==> src/rtl/rows_writer.sv <==
// Rows writer: captures a bundle of N_ROWS rows plus a base address, then writes
// the rows to consecutive memory addresses (mod 16), one per accepted memory cycle.
`ifndef N_ROWS
`define N_ROWS 4
`endif
`ifndef WIDTH
`define WIDTH 8
`endif

module rows_writer #(
   parameter int N_ROWS = `N_ROWS,
   parameter int WIDTH  = `WIDTH
) (
   input  logic                         clk,
   input  logic                         rst,
   input  logic                         in_valid,
   input  logic [N_ROWS-1:0][WIDTH-1:0] in_rows,
   input  logic [3:0]                   base_addr,
   output logic                         in_ready,
   input  logic                         mem_ready,
   output logic                         mem_we,
   output logic [3:0]                   mem_addr,
   output logic [WIDTH-1:0]             mem_wdata,
   output logic                         finish_write
);

   localparam int IDX_W = $clog2(N_ROWS);
   localparam logic [IDX_W-1:0] LAST_IDX = IDX_W'(N_ROWS - 1);

   typedef enum logic [1:0] {
      IDLE,
      WRITE,
      DONE
   } state_t;

   state_t                       state_q, state_d;
   logic [IDX_W-1:0]             idx_q, idx_d;
   logic [3:0]                   base_q, base_d;
   logic [N_ROWS-1:0][WIDTH-1:0] rows_q, rows_d;

   // State register; reset drops any transfer in flight and clears the captured bundle.
   always_ff @(posedge clk) begin
      if (rst) begin
         state_q <= IDLE;
         idx_q   <= '0;
         base_q  <= '0;
         rows_q  <= '0;
      end else begin
         state_q <= state_d;
         idx_q   <= idx_d;
         base_q  <= base_d;
         rows_q  <= rows_d;
      end
   end

   // Next-state logic; outputs are decoded purely from the registered state so no
   // input ever reaches an output combinationally.
   always_comb begin
      state_d      = state_q;
      idx_d        = idx_q;
      base_d       = base_q;
      rows_d       = rows_q;
      in_ready     = 1'b0;
      mem_we       = 1'b0;
      mem_addr     = '0;
      mem_wdata    = '0;
      finish_write = 1'b0;

      case (state_q)
         IDLE: begin
            in_ready = 1'b1;
            if (in_valid) begin
               rows_d  = in_rows;
               base_d  = base_addr;
               idx_d   = '0;
               state_d = WRITE;
            end
         end
         WRITE: begin
            mem_we    = 1'b1;
            mem_addr  = base_q + 4'(idx_q);
            mem_wdata = rows_q[idx_q];
            if (mem_ready) begin
               if (idx_q == LAST_IDX) begin
                  state_d = DONE;
               end else begin
                  idx_d = idx_q + IDX_W'(1);
               end
            end
         end
         DONE: begin
            finish_write = 1'b1;
            state_d      = IDLE;
         end
         default: begin
            state_d = IDLE;
         end
      endcase
   end

endmodule

==> config.mk <==
export PLATFORM = sky130hd
export DESIGN_NAME = rows_writer
export DESIGN_NICKNAME = d
export VERILOG_FILES = /design/src/rtl/rows_writer.sv
export SDC_FILE = /design/constraint.sdc
export NUM_CORES = 1
export LEC_CHECK = 0
export CAP_MARGIN = 5
export CELL_PAD_IN_SITES_DETAIL_PLACEMENT = 0
export CELL_PAD_IN_SITES_GLOBAL_PLACEMENT = 2
export CORE_ASPECT_RATIO = 0.75
export CORE_MARGIN = 4
export CORE_UTILIZATION = 24
export DETAILED_ROUTE_END_ITERATION = 7
export HOLD_SLACK_MARGIN = 0.03
export PLACE_DENSITY = 0.8
export SYNTH_ARGS = -nofsm -noshare
export SYNTH_HDL_FRONTEND = slang
export SYNTH_SLANG_ARGS = --single-unit
export TNS_END_PERCENT = 5
==> constraint.sdc <==
create_clock -name clk -period 1.47 [get_ports clk]
set_input_delay 0.294 -clock clk [delete_from_list [all_inputs] [get_ports clk]]
set_output_delay 0.294 -clock clk [all_outputs]
set_load 0.02 [all_outputs]
==> results.txt <==
The largest incremental delay on the critical path came out at 0.51 ns. The total I/O pin count is 55. The combined global-route utilization of all metal layers came out at 0.115.

The worst setup path is captured at an output pin. The transition time at the pin with the least slew margin came out at approximately 0.34 ns. Sorting the synthesized cells by area gives the leading types as sky130_fd_sc_hd__dfxtp_1, sky130_fd_sc_hd__nand2_1, sky130_fd_sc_hd__a21oi_1, sky130_fd_sc_hd__mux4_2, sky130_fd_sc_hd__and2_1.

The die height came out at 82.8 um. The clock tree from TritonCTS is done. The layout has 734 filler cells. The wire-length estimate of the detail-placed layout is approximately 3700 um. The average wire per cell in the routed design is around 13 um. The area of the mapped netlist is roughly 1800 um2. The CTS H-tree depth came out at 2.

The area of all placed cells without fillers is 2820 um2. The checks that failed: negative setup slack. The highest fanout seen on the critical path is 3.

The share of post-route cells with drive strength above 1 is 0.296. Once layout is complete, the cells apart from fillers number about 380. Of all cell types, the one taking the most synthesized area is sky130_fd_sc_hd__dfxtp_1.

The die covers approximately 9000 um2. The floorplan has 26 rows. The number of optimization iterations in the first detailed-route pass is 4. The clock-pin slew on the worst setup and hold paths came out at 0.07 ns. The number of global-route vias before repair came out at about 1700. Setup repair after global routing could not meet its margin everywhere. The count of nets left with antenna violations once routing finished came out at 0. The least setup slack across all paths after layout came out at -0.414 ns.

The repair_antennas step left the layout with diodes totalling 0. The arrival time reported for the critical path endpoint came out at approximately 1.6 ns. Dividing total power by cell area gives a power density of approximately 850 nW/um2.

Counting along the longest clock path gives a buffer depth of 2. The number of remaining DRC errors is 0. The tool flagged a number of max-cap violations equal to 0. Entering global routing, the biggest net connects just over 40 pins. After synthesis, the largest family of logic cells by area is simple AND/OR/NAND/NOR gates. The number of placed instances, taps included, is 370.

The share of the cycle needed by the critical path after routing came out at 1.28. The worst setup path is launched from a flop. The type of the most critical hold path is flop to flop. The clock root buffer master is sky130_fd_sc_hd__clkbuf_8. The top flip-flop cell by instance count after synthesis is sky130_fd_sc_hd__dfxtp_1.

The number of nets produced by synthesis came out at 253. At the later pin of the worst-skew pair, clock insertion delay measures 0.29 ns. The compound-gate portion of the synthesized area came out at 0.117. The cell count after synthesis came out at 209. In this run, synthesis produced a sequential element count of 40. The total of warnings raised by yosys came out at 0. The cell with the most instances after synthesis is sky130_fd_sc_hd__nand2_1. The routed design has around 5000 um of wire.

The synthesis-to-layout area growth came out at 57.6%. Of the post-synthesis cell area, the dominant cell type holds 0.447. After synthesis, the share of cell area in mux cells is 0.101.

The sequential fraction of the synthesis area came out at 0.447. The instance area at placement is ~2600 um2. The number of sinks handled by clock tree synthesis came out at 40. The signal on the critical path passes through ha_4, fa_2, and2_4, buf_6. The final number of max-transition violations came out at 0. The number of nets in the final layout is roughly 320. IR analysis of the VDD net gives a maximum drop of roughly 0.34 mV. Setup violations remaining at the end of the flow were counted as 11. The simple-gate share of the synthesized area is 0.247. The worst slack at placement came out at -0.587 ns. The setup path with the least slack is of type flop to output pin. The routed via count came out at between 1500 and 2000. The weighted congestion at the end of routability-driven global placement is 0.769. The leakage power total came out at 0.00107 uW. A synthesized cell averages about 8.6 um2. The top achievable clock speed is approximately 530 MHz.

The commonest cells after synthesis are sky130_fd_sc_hd__nand2_1, sky130_fd_sc_hd__a21oi_1, sky130_fd_sc_hd__dfxtp_1. In this run the tool buffered the top-level ports with 54 buffer cells. The wire length of the first global-routing pass is between 8000 and 9000 um.

Yosys mapped the design onto 24 distinct sky130hd cell types. In this run, synthesis inferred 0 flip-flops with an integrated enable. The die span in x came out at 108 um. The category of cells accounting for the largest share of critical-path delay is adder cells. The slowest stage of the critical path is the sky130_fd_sc_hd__fa_2 cell. The critical path required time is around 1.2 ns.

The area of the placeable core came out at approximately 7000 um2. The total congestion overflow after global routing is 0. After detailed routing, the number of vias per cell comes to about 4.2. The combined buffer and inverter count along the critical path is 1. The total count of hold-check failures in the final report came out at 0. The worst slack on hold paths came out at 0.456 ns. The initial DRC count came out at slightly below 80.

The initial antenna violation count is 0. The worst pin sits at a relative slew slack of 0.771. The final standard cell utilization of the core is 0.402. The initial utilization of the core area, before any placement, comes to 0.255. The clock period minus final worst setup slack came out at between 1.5 and 2 ns. The clock tree skew after final layout came out at between 0.005 and 0.006 ns. The number of buffers created by CTS came out at 5. The share of the synthesized netlist area taken by xor and xnor gates came out at 0.00489. The adder-cell area share of the yosys netlist is 0.0321. The share of synthesized registers carrying an async set or reset is 0.

The flow ran to the end, but the final reports show violations.
-- layout make-up --
cell class                 count  area, um2  share of cell area
timing repair buffer          78        768               0.272
sequential                    40        811               0.287
inverter                       2       10.0             0.00355
clock buffer                   7       96.3              0.0341
multi-input combinational    153       1010               0.359
tap                           98        123              0.0435
-- report_power, final --
group,total (uW),internal [uW],leakage [uW],switching (uW)
logic,453,257,0.000687,196
clock network,771,418,0.0000503,353
registers,1180,1140,0.000331,37.5
total,2400,1820,0.00107,587
-- worst register-to-register path, cell delays in order, from the launching register on --
cell and delay, ns:
sky130_fd_sc_hd__dfxtp_4 0.37, sky130_fd_sc_hd__buf_8 0.14, sky130_fd_sc_hd__buf_4 0.14, sky130_fd_sc_hd__ha_2 0.18
sky130_fd_sc_hd__nand4bb_4 0.20, sky130_fd_sc_hd__or2_4 0.24, sky130_fd_sc_hd__a21oi_2 0.12
-- state kept, by name, indices dropped and copies added (netlist names) --
signal,count
base_q,4
idx_q,2
rows_q,32
state_q,2
-- per-layer routing --
metal  GRT usage  vias to the layer above  share of wire
met2       0.166                       35           0.42
met3      0.0403                        5          0.069
met4      0.0310                        0         0.0087
met1       0.162                      717           0.50
li1            -                      837              -
met5           0                        -              0
-- final timing paths --
path / depth (start not counted) / to / slack [ns] / from
setup / recovery: 4 / mem_addr[1] / -0.41 / idx_q[0]$_SDFFE_PP0P_
hold / removal: 2 / rows_q[31]$_SDFFE_PP0P_ / 0.46 / rows_q[31]$_SDFFE_PP0P_
setup reg to reg: 6 / idx_q[0]$_SDFFE_PP0P_ / 0.03 / idx_q[0]$_SDFFE_PP0P_
hold reg to reg: 2 / rows_q[31]$_SDFFE_PP0P_ / 0.46 / rows_q[31]$_SDFFE_PP0P_
-- layout by cell type, fill, tap and decap left out, drive strengths merged, types with 3 or more instances in the layout --
| cell type | netlist | layout |
|---|---|---|
| dfxtp | 40 | 40 |
| nand2 | 73 | 73 |
| mux4 | 8 | 8 |
| buf | 10 | 39 |
| clkdlybuf4s50 | 0 | 39 |
| nand3 | 3 | 3 |
| ha | 3 | 3 |
| a21oi | 40 | 40 |
| clkbuf | 4 | 7 |
| and2 | 10 | 10 |
-- metrics by stage --
stage               setup TNS [ns]  total power, uW
finish                       -4.23             2400
CTS                          -4.57             2410
global route                 -4.77             2510
global placement            -12.38             1630
detailed placement          -12.35             1630
floorplan                   -0.173             1410
-- what timing repair did --
item / in CTS / in global routing
hold buffers: 0 / 0
setup endpoints to repair: 16 / 15
buffers inserted: 1 / 0
hold endpoints to repair: 0 / 0
resized for setup: 93 / 16
pin swaps: 9 / 9
-- kinds of logic after synthesis --
group / Yosys count
AO/OA/AOI/OAI: 42
XOR/XNOR: 1
adder cells (fa/ha/maj): 4
buffers and inverters: 16
flip-flops: 40
multiplexers: 8
AND/OR/NAND/NOR: 98
(Power assumes the default switching activity.)
